## src/rtl/instr_fetch_unit_if.sv

```systemverilog
// Fetch-unit bus bundle: instruction-memory req/ack port, the valid/ready
// instruction port toward decode, and the redirect/fault signals.
interface instr_fetch_unit_if;
  logic        imem_req;
  logic [31:0] imem_addr;
  logic        imem_ack;
  logic [31:0] imem_rdata;

  logic        instr_valid;
  logic        instr_ready;
  logic [31:0] instr;
  logic [6:0]  opcode;
  logic [31:0] pc;

  logic        branch_taken;
  logic [31:0] branch_target;
  logic        flush;
  logic [31:0] flush_pc;
  logic        fetch_fault;

  modport master (
    output imem_req, imem_addr,
    input  imem_ack, imem_rdata,
    output instr_valid, instr, opcode, pc,
    input  instr_ready,
    input  branch_taken, branch_target, flush, flush_pc,
    output fetch_fault
  );

  modport slave (
    input  imem_req, imem_addr,
    output imem_ack, imem_rdata,
    input  instr_valid, instr, opcode, pc,
    output instr_ready,
    output branch_taken, branch_target, flush, flush_pc,
    input  fetch_fault
  );
endinterface

```

## src/rtl/instr_fetch_unit.sv

```systemverilog
// Instruction fetch front end: owns the PC, fetches over req/ack, holds one instruction.
// Define FETCH_MISALIGN_CHECK_EN to trap misaligned redirect targets in a sticky FAULT state.
module instr_fetch_unit #(
  parameter logic [31:0] RESET_PC = 32'h0000_0000
) (
  input logic                clk,
  input logic                rst,
  instr_fetch_unit_if.master bus
);

  localparam logic [2:0] IDLE  = 3'd0;
  localparam logic [2:0] FETCH = 3'd1;
  localparam logic [2:0] HOLD  = 3'd2;
  localparam logic [2:0] DRAIN = 3'd3;
  localparam logic [2:0] FAULT = 3'd4;

  localparam logic [31:0] NOP = 32'h0000_0013;

`ifdef FETCH_MISALIGN_CHECK_EN
  localparam bit TRAP_EN = 1'b1;
`else
  localparam bit TRAP_EN = 1'b0;
`endif

  logic [2:0]  state_q,    state_d;
  logic [31:0] next_pc_q,  next_pc_d;
  logic [31:0] drain_pc_q, drain_pc_d;
  logic [31:0] pc_q,       pc_d;
  logic [31:0] instr_q,    instr_d;
  logic [31:0] tgt;
  logic        tgt_bad;

  function automatic logic misaligned(input logic [31:0] a);
    return a[1:0] != 2'b00;
  endfunction

  function automatic logic [31:0] align_word(input logic [31:0] a);
    return {a[31:2], 2'b00};
  endfunction

  always_comb begin
    state_d    = state_q;
    next_pc_d  = next_pc_q;
    drain_pc_d = drain_pc_q;
    pc_d       = pc_q;
    instr_d    = instr_q;
    // Flush outranks the branch, so its target is the one checked and taken.
    tgt        = bus.flush ? bus.flush_pc : bus.branch_target;
    tgt_bad    = TRAP_EN && misaligned(tgt);

    case (state_q)
      IDLE: begin
        if (bus.flush) begin
          state_d   = tgt_bad ? FAULT : FETCH;
          next_pc_d = align_word(tgt);
        end else begin
          state_d = FETCH;
        end
      end

      FETCH: begin
        if (bus.flush) begin
          if (tgt_bad) begin
            state_d = FAULT;
          end else if (bus.imem_ack) begin
            next_pc_d = align_word(tgt);
            state_d   = FETCH;
          end else begin
            // Request must stay stable until acked; park the target meanwhile.
            drain_pc_d = align_word(tgt);
            state_d    = DRAIN;
          end
        end else if (bus.imem_ack) begin
          instr_d = bus.imem_rdata;
          pc_d    = next_pc_q;
          state_d = HOLD;
        end
      end

      HOLD: begin
        if (bus.flush || (bus.instr_ready && bus.branch_taken)) begin
          state_d   = tgt_bad ? FAULT : FETCH;
          next_pc_d = align_word(tgt);
        end else if (bus.instr_ready) begin
          next_pc_d = pc_q + 32'd4;
          state_d   = FETCH;
        end
      end

      DRAIN: begin
        if (bus.flush && tgt_bad) begin
          state_d = FAULT;
        end else begin
          if (bus.flush) drain_pc_d = align_word(tgt);
          if (bus.imem_ack) begin
            next_pc_d = bus.flush ? align_word(tgt) : drain_pc_q;
            state_d   = FETCH;
          end
        end
      end

      FAULT: state_d = FAULT;

      default: state_d = IDLE;
    endcase
  end

  always_ff @(posedge clk or posedge rst) begin
    if (rst) begin
      state_q    <= IDLE;
      next_pc_q  <= RESET_PC;
      drain_pc_q <= RESET_PC;
      pc_q       <= RESET_PC;
      instr_q    <= NOP;
    end else begin
      state_q    <= state_d;
      next_pc_q  <= next_pc_d;
      drain_pc_q <= drain_pc_d;
      pc_q       <= pc_d;
      instr_q    <= instr_d;
    end
  end

  // Request and valid decode straight from state so reset drops them asynchronously.
  assign bus.imem_req    = (state_q == FETCH) || (state_q == DRAIN);
  assign bus.imem_addr   = next_pc_q;
  assign bus.instr_valid = (state_q == HOLD);
  assign bus.instr       = instr_q;
  assign bus.opcode      = instr_q[6:0];
  assign bus.pc          = pc_q;

`ifdef FETCH_MISALIGN_CHECK_EN
  assign bus.fetch_fault = (state_q == FAULT);
`else
  assign bus.fetch_fault = 1'b0;
`endif

endmodule

```

## src/flat_wrapper.sv

```systemverilog
// flat-port wrapper written by rule: the top's interface ports become plain ports
module instr_fetch_unit_flat 
#(
  parameter logic [31:0] RESET_PC = 32'h0000_0000
)
  (clk, rst, bus_imem_req, bus_imem_addr, bus_imem_ack, bus_imem_rdata, bus_instr_valid, bus_instr, bus_opcode, bus_pc, bus_instr_ready, bus_branch_taken, bus_branch_target, bus_flush, bus_flush_pc, bus_fetch_fault);
  instr_fetch_unit_if bus_i ();
  input logic clk;
  input logic rst;
  output wire logic [$bits(bus_i.imem_req)-1:0] bus_imem_req;
  output wire logic [$bits(bus_i.imem_addr)-1:0] bus_imem_addr;
  input wire logic [$bits(bus_i.imem_ack)-1:0] bus_imem_ack;
  input wire logic [$bits(bus_i.imem_rdata)-1:0] bus_imem_rdata;
  output wire logic [$bits(bus_i.instr_valid)-1:0] bus_instr_valid;
  output wire logic [$bits(bus_i.instr)-1:0] bus_instr;
  output wire logic [$bits(bus_i.opcode)-1:0] bus_opcode;
  output wire logic [$bits(bus_i.pc)-1:0] bus_pc;
  input wire logic [$bits(bus_i.instr_ready)-1:0] bus_instr_ready;
  input wire logic [$bits(bus_i.branch_taken)-1:0] bus_branch_taken;
  input wire logic [$bits(bus_i.branch_target)-1:0] bus_branch_target;
  input wire logic [$bits(bus_i.flush)-1:0] bus_flush;
  input wire logic [$bits(bus_i.flush_pc)-1:0] bus_flush_pc;
  output wire logic [$bits(bus_i.fetch_fault)-1:0] bus_fetch_fault;
  assign bus_imem_req = bus_i.imem_req;
  assign bus_imem_addr = bus_i.imem_addr;
  assign bus_i.imem_ack = bus_imem_ack;
  assign bus_i.imem_rdata = bus_imem_rdata;
  assign bus_instr_valid = bus_i.instr_valid;
  assign bus_instr = bus_i.instr;
  assign bus_opcode = bus_i.opcode;
  assign bus_pc = bus_i.pc;
  assign bus_i.instr_ready = bus_instr_ready;
  assign bus_i.branch_taken = bus_branch_taken;
  assign bus_i.branch_target = bus_branch_target;
  assign bus_i.flush = bus_flush;
  assign bus_i.flush_pc = bus_flush_pc;
  assign bus_fetch_fault = bus_i.fetch_fault;
  instr_fetch_unit #(.RESET_PC(RESET_PC)) u_core (.clk(clk), .rst(rst), .bus(bus_i));
endmodule
```

## config.mk

```make
export PLATFORM = sky130hd
export DESIGN_NAME = instr_fetch_unit_flat
export DESIGN_NICKNAME = d
export VERILOG_FILES = /design/src/rtl/instr_fetch_unit_if.sv /design/src/rtl/instr_fetch_unit.sv /design/src/flat_wrapper.sv
export SDC_FILE = /design/constraint.sdc
export NUM_CORES = 1
export LEC_CHECK = 0
export CAP_MARGIN = 15
export CELL_PAD_IN_SITES_DETAIL_PLACEMENT = 1
export CELL_PAD_IN_SITES_GLOBAL_PLACEMENT = 1
export CORE_ASPECT_RATIO = 0.75
export CORE_MARGIN = 2
export CORE_UTILIZATION = 39
export DETAILED_ROUTE_END_ITERATION = 12
export PLACE_DENSITY_LB_ADDON = 0.1
export SYNTH_ARGS = -nofsm -noshare
export SYNTH_HDL_FRONTEND = slang
export SYNTH_SLANG_ARGS = --single-unit
```

## constraint.sdc

```tcl
create_clock -name clk -period 9.55 [get_ports clk]
set_input_delay 1.4325 -clock clk [delete_from_list [all_inputs] [get_ports clk]]
set_output_delay 1.4325 -clock clk [all_outputs]
set_load 0.02 [all_outputs]
```

# ---- Yosys cells after proc, flatten, opt, wreduce, memory -nomap -nowiden
# Index checks and enable logic that the tools add are counted.
dict set report word_totals {
  latch_bits 0
  mem_bits_rw 0
  n_memories 0
  word_cells 47
  regBits 131
  rom_bits 0
}
dict set report op_classes {
  bitwise 1
  eq_ne 11
  n_reduce_logical 10
  div 0
  n_lt_le_gt_ge 0
  n_addsub 1
  muxes 19
  multipliers 0
  shifts 0
}
# op n
set ops {}
lappend ops {{2-to-1 mux 32 bit} 10}
lappend ops {{one-hot mux 32 bit (4 select lines)} 1}
lappend ops {{one-hot mux 32 bit (2 select lines)} 1}
lappend ops {{adder 32 x 3 -> 32 bit (second input constant)} 1}
lappend ops {{2-to-1 mux 3 bit} 5}
lappend ops {{one-hot mux 3 bit (5 select lines)} 1}
lappend ops {{!= test 2 bit (second input constant)} 5}
lappend ops {{AND reduction 3 bit} 3}
lappend ops {{equality test 3 x 2 -> 1 bit (second input constant)} 2}
lappend ops {{AND reduction 6 bit} 1}
lappend ops {{nonzero test 4 bit} 1}
lappend ops {{equality test 3 x 1 -> 1 bit (second input constant)} 1}
lappend ops {{equality test 3 bit (second input constant)} 1}
lappend ops {{zero test 3 bit} 1}
lappend ops {{!= test 3 x 1 -> 1 bit (second input constant)} 1}
lappend ops {{!= test 3 bit (second input constant)} 1}
lappend ops {{logical OR 1 bit} 2}
lappend ops {{2-to-1 mux 2 bit} 1}
lappend ops {{nonzero test 2 bit} 1}
lappend ops {{logical AND 1 bit} 1}
lappend ops {{inverter 1 bit} 1}

# ---- Longest topological paths before layout
# Gate-level depths: netlist of run 1.
dict set report depth {
  word_depth 4
  ltp_mapped 10
}

# ---- Worst setup path after synthesis of run 1
# OpenSTA, ideal clock, no wires.
dict set report synth_timing {
  path_type {input port to flip-flop}
  start {input bus_instr_ready}
  end {register u_core.next_pc_q[18] (netlist: u_core.bus.imem_addr[18])}
  stages 6
  slack_ps 6809
  t_required_ps 9425
  n_path_buf 1
  arrival_ps 2616
  cell_sequence {buf_2 -> a21oi_1 -> nand2_1 -> o21ai_0 -> o22ai_1 -> mux2_2}
}
dict set report synth_via {
  elab_chain_len 4
  word_cells_on_any_way 6
}
# item line_no
set synth_rtl {}
lappend synth_rtl {{from (decl)} flat_wrapper.sv:18} ;# input wire logic [$bits(bus_i.instr_ready)-1:0] bus_instr_ready;
lappend synth_rtl {{logical AND 1 bit} instr_fetch_unit.sv:81} ;# if (bus.flush || (bus.instr_ready && bus.branch_taken)) begin
lappend synth_rtl {{logical OR 1 bit} instr_fetch_unit.sv:81}
lappend synth_rtl {{!= test 3 x 1 -> 1 bit (no source line) / 2-to-1 mux 32 bit (equally long branches)} n/a}
lappend synth_rtl {{AND reduction 6 bit (no source line) / one-hot mux 32 bit (4 select lines) (equally long branches)} n/a}
lappend synth_rtl {{to (signal assigned)} instr_fetch_unit.sv:117} ;# next_pc_q <= next_pc_d;
lappend synth_rtl {{to (decl)} instr_fetch_unit.sv:26} ;# logic [31:0] next_pc_q, next_pc_d;
# Several ways; a longest one is shown, not always the timed one.
# A chain may end at the register's enable or synchronous reset.

# ---- Worst setup path after layout of run 1
dict set report layout_timing {
  start {register u_core.state_q[0]}
  end {output bus_instr_valid}
}
dict set report layout_via {
  elab_chain_len 1
}
# item line_no
set layout_rtl {}
lappend layout_rtl {{from (decl)} instr_fetch_unit.sv:25} ;# logic [2:0] state_q, state_d;
lappend layout_rtl {{from (signal assigned)} instr_fetch_unit.sv:116} ;# state_q <= state_d;
lappend layout_rtl {{equality test 3 x 2 -> 1 bit} instr_fetch_unit.sv:127} ;# assign bus.instr_valid = (state_q == HOLD);
lappend layout_rtl {{to (decl)} flat_wrapper.sv:14} ;# output wire logic [$bits(bus_i.instr_valid)-1:0] bus_instr_valid;
# No other way between the ends.

==> impl_metrics.tcl, run 1 <==
set metrics [dict create \
    crit_slowest_cell "clkdlybuf4s50_1" \
    numCtsBuffers 17 \
    drc 0 \
    min_period_ns 4.40 \
    ys_async_sr_fraction 1.00 \
    dr.pass1.iters 6 \
    grt_overflow_total 0 \
    htree_levels 4 \
    avgSynthCellArea_um2 10.7 \
    cts_tree "built" \
    finalInstanceArea_mm2 0.00956 \
    grt_pass1_wl_um 36400 \
    yosysMostFrequentCell "dfrtp_1" \
    yosysTopAreaCellShare 0.474 \
    fmax_mhz 227 \
    cts.repair.resized 0 \
    hold_class "reg -> reg" \
    grt_start_max_net_pins 84 \
    setup_viol 0 \
    port_buffers 202 \
    ys_seq_area_frac 0.486 \
    antenna_cells 0 \
    critPathRequiredTime_ns 8.12 \
    cts_hold_buf 0 \
    row_count 41 \
    grt_pass1_vias 6285 \
    hold_depth 1 \
    synth.distinct_cells 57 \
    tns_ns 0 \
    clock_sinks 131 \
    clkLatencyLatePin_ns 0.43 \
    dp_hpwl_um 16300 \
    path_clk_slew_ns 0.06 \
    cts_root_buffer "clkbuf_16" \
    first_iter_violations 409 \
    drive_gt1_frac 0.179 \
    grt_use_met3 0.0622 \
    postCtsSetupBuffers 0 \
    p_total_w 0.00274 \
    synth_area_mm2 0.00676 \
    ant_nets 0 \
    yosysTopAreaCell "dfrtp_1" \
    ioPinCount 208 \
    regToRegSetupSlack_ns 6.66 \
    busiest_layer "met2" \
    synth_enable_flop_cells 0 \
    grt_use_total 0.260 \
    syn-num-nets 733 \
    die_x_um 156 \
    yosys-top-cells-area "dfrtp_1 47%, mux2_2 16%, o21ai_0 4.1%" \
    cp.arrival_ns 2.97 \
    status "finished, final reports clean" \
    num_vias 5986 \
    worstReg2RegStart "u_core.state_q[0]" \
    dieArea_mm2 0.0184 \
    fin_crit_sh 0.461 \
    power.density_mw_per_mm2 286 \
    slew_viol_final 0 \
    nFillCells 1796 \
    hold_start "u_core.drain_pc_q[0]" \
    cp-end-kind "output port" \
    slowest_delay_ns 0.72 \
    totalWireLength_um 23400 \
    post_drt_wl_per_cell_um 22.5 \
    hold_end "u_core.drain_pc_q[0]" \
    use_met2 0.408 \
    register_area_mm2 0.00328 \
    crit_fanout 17 \
    ys_seq_elements 131 \
    rr_worst_depth 7 \
    initial_utilization 0.400 \
    use_met1 0.358 \
    timing.slew.headroom 0.297 \
    maxCapViolCount 0 \
    place_congestion 0.837 \
    finalClockSkew_ns 0.00700 \
    r2r_end "u_core.bus.imem_addr[19]" \
    finalHoldViolations 0 \
    antenna_found_initial 0 \
    die_y_um 118 \
    crit_type "reg -> out" \
    synth_top_flop_cell "dfrtp_1" \
    synth_cells 630 \
    p_leak_nw 3.95 \
    nNetsFinal 918 \
    worst_pin_slew_ns 1.05 \
    rsz0062_at_grt "false" \
    drt-vias-per-instance 5.74 \
    place_area_mm2 0.00886 \
    ys_warn_count 0 \
    crit_top_cell "inv_1" \
    worstPathCellList "inv_1 -> nand2_2 -> inv_1 -> clkdlybuf4s50_1" \
    critPathLaunchType "register" \
    cts.path.max_buffers 2 \
    ir_drop_mv 0.140 \
    fp.coreArea_mm2 0.0169 \
    multi_input_area_mm2 0.00318 \
    syn2layout_area_growth_pct 41.6 \
    synthTopCellsByCount "128 x dfrtp_1, 96 x mux2_2, 58 x nand2_1, 55 x o21ai_0, 32 x nor2_1" \
]
logic make-up (layout without fill, tap and decap cells):
kind of cell	Yosys count	after routing	share of synthesized area
flops	131	131	0.486
xor+xnor	23	23	0.0298
compound gates	137	137	0.129
mux	114	114	0.187
fa+ha+maj	1	1	0.00185
other cells	1	1	0.000555
simple gates	164	164	0.122
buf+inv	59	257	0.0439
state kept, by name, indices dropped and copies added (netlist names):
| name | cells |
|---|---|
| u_core.bus.imem_addr | 32 |
| u_core.bus.instr | 32 |
| u_core.bus.pc | 32 |
| u_core.drain_pc_q | 32 |
| u_core.state_q | 3 |
worst max path at each step:
stage / startpoint / to / slack (ns) / depth (start not counted)
3_3_place_gp: bus_instr_ready / u_core.bus.imem_addr[23] / 5.45 / 6
5_1_grt: u_core.state_q[0] / bus_instr_valid / 5.08 / 4
6_report: u_core.state_q[0] / bus_instr_valid / 5.15 / 4
4_1_cts: u_core.state_q[0] / bus_instr_valid / 5.19 / 4
3_5_place_dp: bus_instr_ready / u_core.bus.imem_addr[23] / 5.45 / 6
2_1_floorplan: rst / u_core.bus.imem_addr[0] / 4.62 / 1
cell type report:
class / count / area share
flip-flops and latches: 131 / 0.343
multi-input cells: 440 / 0.333
repair buffers: 210 / 0.219
clock buffers: 23 / 0.0500
well taps: 215 / 0.0281
clock inverters: 9 / 0.0208
inverters: 15 / 0.00615
critical path: cells and delay by family, from the launching register on:
kind	cells	cell delay [ns]
buf+inv	3	1.64
simple gates	1	0.35
flops	1	0.55
report_power, final:
part           leakage (nW)  internal [W]  total (W)  switching (W)
Clock                 0.331      0.000510   0.000760       0.000250
Combinational          2.07      0.000516    0.00103       0.000512
Sequential             1.55      0.000737   0.000949       0.000212
stage by stage:
stage / utilization / setup slack [ns] / hold slack [ns] / cells
floorplan: - / 4.62 / 0.454 / 630
global placement: 0.525 / 5.45 / 0.469 / 1010
detailed placement: 0.525 / 5.45 / 0.475 / 1010
CTS: 0.565 / 5.19 / 0.493 / 1042
global route: 0.567 / 5.08 / 0.513 / 1043
finish: 0.567 / 5.15 / 0.490 / 1043
cells in the final DEF (no fill, tap or decap), types with 7 or more instances in the layout:
cell type and instances:
nand2b_1 8, mux2_2 96, inv_1 14, a31oi_1 11
nor2_1 32, clkdlybuf4s50_1 201, xnor2_1 9, dfrtp_1 128
nor3_1 9, nand2_1 57, clkbuf_16 17, buf_4 7
nand3_1 23, mux2i_1 18, xor2_1 14, a21oi_1 21
o21ai_0 55
routing by layer:
layer  share of wire  vias up
met1            0.45     3078
met3           0.066       34
met2            0.47      216
li1                -     2658
met5               0        -
met4           0.015        0
Power figures use the tool's default switching activity.
==> run 2, diff against run 1 <==
--- a/config.mk
+++ b/config.mk
@@ -10,7 +10,7 @@
 export CELL_PAD_IN_SITES_GLOBAL_PLACEMENT = 1
 export CORE_ASPECT_RATIO = 0.75
 export CORE_MARGIN = 2
-export CORE_UTILIZATION = 39
+export CORE_UTILIZATION = 36
 export DETAILED_ROUTE_END_ITERATION = 12
 export PLACE_DENSITY_LB_ADDON = 0.1
 export SYNTH_ARGS = -nofsm -noshare
==> constraint.sdc (replaced) <==
create_clock -name clk -period 4.61 [get_ports clk]
set_input_delay 0.6915 -clock clk [delete_from_list [all_inputs] [get_ports clk]]
set_output_delay 0.6915 -clock clk [all_outputs]
set_load 0.02 [all_outputs]
==> impl_metrics.tcl, run 2 (synthesized netlist as in run 1, its figures left out) <==
set metrics [dict create \
    status "finished, final reports clean" \
    die_y_um 123 \
    cts_root_buffer "clkbuf_16" \
    post_drt_wl_per_cell_um 22.0 \
    combPwrFrac 0.390 \
    drc 0 \
    critPathLaunchType "register" \
    worstPathCellList "inv_1 -> nand2_2 -> inv_1 -> clkdlybuf4s50_1" \
    drt-vias-per-instance 5.50 \
    dr.pass1.iters 5 \
    postCtsSetupBuffers 0 \
    cts.path.max_buffers 2 \
    fin_crit_sh 0.768 \
    pre_cts_ws_ns 1.53 \
    timing.slew.headroom 0.498 \
    crit_type "reg -> out" \
    final_cell_mix "201 x clkdlybuf4s50_1, 128 x dfrtp_1, 96 x mux2_2" \
    dieArea_mm2 0.0199 \
    utilization 0.517 \
    place_congestion 0.836 \
    cts_tree "built" \
    ioPinCount 208 \
    slowest_delay_ns 0.71 \
    row_count 43 \
    finalClockSkew_ns 0.00873 \
    slew_viol_final 0 \
    p_clk_frac 0.252 \
    power_switching_w 0.00201 \
    ir_drop_mv 0.299 \
    crit_fanout 17 \
    totalWireLength_um 23700 \
    drive_gt1_frac 0.183 \
    seqPwrFrac 0.358 \
    internal-power_w 0.00345 \
    fp.coreArea_mm2 0.0185 \
    min_period_ns 3.54 \
    numCtsBuffers 17 \
    worst_pin_slew_ns 0.751 \
    first_iter_violations 336 \
    critPathBufInv 3 \
    finalHoldViolations 0 \
    grt_start_max_net_pins 90 \
    tns_ns 0 \
    cp_top_family "buffers and inverters" \
    fmax_mhz 282 \
    fin_ws_ns 1.07 \
    p_leak_nw 3.92 \
    grt_pass1_vias 6406 \
    ant_nets 0 \
    clkLatencyLatePin_ns 0.42 \
    crit_slowest_cell "clkdlybuf4s50_1" \
    die_x_um 162 \
    num_vias 5920 \
    final_common_cell "clkdlybuf4s50_1" \
    hold_class "reg -> reg" \
    cp-end-kind "output port" \
    antenna_cells 0 \
    port_buffers 202 \
    grt_overflow_total 0 \
    syn2layout_area_growth_pct 41.1 \
    crit_top_cell "inv_1" \
    nNetsFinal 921 \
    maxCapViolCount 0 \
    cp.arrival_ns 2.85 \
    antenna_found_initial 0 \
    grt_pass1_wl_um 36800 \
    cts_hold_buf 0 \
    critPathRequiredTime_ns 3.92 \
    cts.repair.resized 0 \
    htree_levels 4 \
    initial_utilization 0.366 \
    power.density_mw_per_mm2 572 \
    rsz0062_at_grt "false" \
    grt_use_total 0.246 \
    path_clk_slew_ns 0.06 \
    setup_viol 0 \
    dp_hpwl_um 16700 \
    clock_sinks 131 \
    swShare 0.368 \
]
==> run 2: changes by cell type in the layout (fill, tap and decap cells not counted), sizes merged <==
cell	previous run	this run
buf	9	12
clkinv	3	7
clkbuf	23	18
bufinv	6	3
clkinvlp	0	3
==> run 2: power by group through the flow <==
stage	clock network (W)	registers, W	logic (W)
floorplan	0	0.00222	0.000800
global placement	0	0.00193	0.00209
detailed placement	0	0.00196	0.00213
CTS	0.00140	0.00195	0.00215
global route	0.00145	0.00202	0.00226
finish	0.00138	0.00195	0.00213
==> run 2: stage by stage <==
stage / instances / power, W / hold WS, ns / instance area, um2
final: 1077 / 0.00546 / 0.491 / 9530
after CTS: 1077 / 0.00550 / 0.493 / 9530
after detailed placement: 1046 / 0.00410 / 0.475 / 8940
after floorplan: 630 / 0.00302 / 0.454 / 6760
after global placement: 1046 / 0.00402 / 0.470 / 8940
after global routing: 1077 / 0.00573 / 0.520 / 9530
==> run 2: per-layer routing <==
layer	GRT usage	up-vias	wire length (um)	share of wire
met2	0.401	187	11300	0.48
li1	-	2654	-	-
met1	0.333	3044	10800	0.46
met3	0.0575	35	1250	0.053
met4	0.0597	0	358	0.015
met5	0	-	0	0
==> run 2: cell type report <==
cell class,count,area [um2]
fillers,1962,8920
flip-flops and latches,131,3280
multi-input cells,440,3180
repair buffers,213,2110
clock buffers,18,429
well taps,247,309
clock inverters,13,163
inverters,15,58.8
==> run 2: worst paths after layout <==
check                                     start                  endpoint  slack (ns)  cells after the start
max in group asynchronous                   rst       u_core.bus.instr[0]        3.02                      3
min                        u_core.drain_pc_q[1]      u_core.drain_pc_q[1]        0.49                      1
min reg2reg                u_core.drain_pc_q[1]      u_core.drain_pc_q[1]        0.49                      1
min in group asynchronous                   rst      u_core.bus.instr[22]        0.68                      2
max                           u_core.state_q[0]           bus_instr_valid        1.07                      4
max reg2reg                   u_core.state_q[0]  u_core.bus.imem_addr[18]        1.84                      7
==> run 2: worst register-to-register path, delay by kind of cell, from the launching register on <==
family,cells,cell delay [ns]
buffers and inverters,2,0.84
muxes,1,0.28
AOI/OAI and AO/OA,2,0.27
and+or+nand+nor,2,0.70
DFF,1,0.55
==> run 3, diff against run 2 <==
==> constraint.sdc (replaced) <==
create_clock -name clk -period 3.55 [get_ports clk]
set_input_delay 0.5325 -clock clk [delete_from_list [all_inputs] [get_ports clk]]
set_output_delay 0.5325 -clock clk [all_outputs]
set_load 0.02 [all_outputs]
==> impl_metrics.tcl, run 3 (synthesized netlist as in run 1, its figures left out) <==
set metrics [dict create \
    clkLatencyLatePin_ns 0.42 \
    row_count 43 \
    syn2layout_area_growth_pct 42.1 \
    p_leak_nw 3.95 \
    fin_ws_ns 0.461 \
    combPwrFrac 0.385 \
    setup_viol 0 \
    initial_utilization 0.366 \
    cts.repair.resized 0 \
    finalClockSkew_ns 0.0124 \
    port_buffers 202 \
    crit_type "reg -> out" \
    r2r_end "u_core.drain_pc_q[16]" \
    die_y_um 123 \
    fin_crit_sh 0.870 \
    swShare 0.364 \
    rr_worst_depth 5 \
    clock_sinks 131 \
    nFillCells 2005 \
    first_iter_violations 242 \
    multi_input_area_mm2 0.00318 \
    totalWireLength_um 23700 \
    final_common_cell "clkdlybuf4s50_1" \
    post_drt_wl_per_cell_um 21.9 \
    final_cell_mix "201 x clkdlybuf4s50_1, 128 x dfrtp_1, 96 x mux2_2" \
    status "finished, final reports clean" \
    power.density_mw_per_mm2 747 \
    hold-worst-slack_ns 0.365 \
    antenna_cells 0 \
    fp.coreArea_mm2 0.0185 \
    grt_pass1_vias 6268 \
    dr.pass1.iters 4 \
    numCtsBuffers 17 \
    slew_viol_final 0 \
    maxCapViolCount 0 \
    register_area_mm2 0.00328 \
    p_clk_frac 0.259 \
    cp.arrival_ns 2.56 \
    die_x_um 162 \
    grt_overflow_total 0 \
    critPathLaunchType "register" \
    internal-power_w 0.00456 \
    nNetsFinal 925 \
    ioPinCount 208 \
    postCtsSetupBuffers 0 \
    ant_nets 0 \
    cts.path.max_buffers 2 \
    timing.slew.headroom 0.397 \
    cp-end-kind "output port" \
    place_congestion 0.824 \
    pre_cts_ws_ns 0.780 \
    seqPwrFrac 0.356 \
    cts_root_buffer "clkbuf_16" \
    rsz0062_at_grt "false" \
    hold_class "in -> async" \
    dp_hpwl_um 16800 \
    tns_ns 0 \
    fmax_mhz 324 \
    cts_hold_buf 0 \
    dieArea_mm2 0.0199 \
    htree_levels 4 \
    power_switching_w 0.00261 \
    grt_pass1_wl_um 36500 \
    grt_start_max_net_pins 66 \
    critPathRequiredTime_ns 3.02 \
    p_total_w 0.00717 \
    regToRegSetupSlack_ns 1.00 \
    worst_pin_slew_ns 0.905 \
    drt-vias-per-instance 5.45 \
    ir_drop_mv 0.341 \
    drive_gt1_frac 0.187 \
    grt_use_total 0.243 \
    antenna_found_initial 0 \
    num_vias 5900 \
    worstReg2RegStart "u_core.state_q[0]" \
    drc 0 \
    crit_fanout 12 \
    cts_tree "built" \
    min_period_ns 3.09 \
    finalHoldViolations 0 \
    path_clk_slew_ns 0.06 \
]
-- run 3: changes by cell type in the layout (fill, tap and decap cells not counted), sizes merged --
cell	delta
bufinv	+1
inv	-1
clkbuf	+1
buf	+4
-- run 3: worst max-delay path by stage --
| stage | start | end | slack [ns] | cells past startpoint |
|---|---|---|---|---|
| 5_1_grt | u_core.state_q[0] | bus_instr_valid | 0.38 | 4 |
| 3_3_place_gp | bus_instr_ready | u_core.bus.imem_addr[27] | 0.77 | 5 |
| 2_1_floorplan | rst | u_core.bus.imem_addr[0] | 1.40 | 1 |
| 4_1_cts | u_core.state_q[0] | bus_instr_valid | 0.49 | 4 |
| 3_5_place_dp | bus_instr_ready | u_core.bus.imem_addr[23] | 0.78 | 5 |
| 6_report | u_core.state_q[0] | bus_instr_valid | 0.46 | 4 |
-- run 3: critical path, stage by stage, from the launching register on --
cell and delay (ns):
dfrtp_1 0.56, inv_1 0.31, nand2_2 0.08, inv_1 0.46, clkdlybuf4s50_1 0.73
-- run 3: stage by stage --
stage,cell area (um2),util,std cells
global route,9600,0.520,1082
CTS,9600,0.520,1082
floorplan,6760,-,630
global placement,8990,0.487,1050
detailed placement,8990,0.487,1050
finish,9600,0.520,1082
-- run 3: final cells by class --
class,count,share of cell area
Timing Repair Buffer,217,0.224
Tap cell,247,0.0322
Clock buffer,19,0.0451
Multi-Input combinational cell,440,0.331
Sequential cell,131,0.342
Inverter,15,0.00625
Clock inverter,13,0.0193
-- run 3: routing by layer --
layer	up-vias	share of wire	wire length [um]	GRT usage
met3	18	0.049	1150	0.0483
li1	2657	-	-	-
met1	3054	0.47	11100	0.336
met4	0	0.010	248	0.0675
met2	171	0.47	11200	0.390
met5	-	0	0	0
-- run 3: power by group through the flow --
stage               clock network [W]  registers [W]  logic (W)
floorplan                           0        0.00289    0.00104
global placement                    0        0.00252    0.00272
detailed placement                  0        0.00256    0.00277
CTS                           0.00190        0.00255    0.00278
global route                  0.00195        0.00262    0.00294
finish                        0.00186        0.00255    0.00276
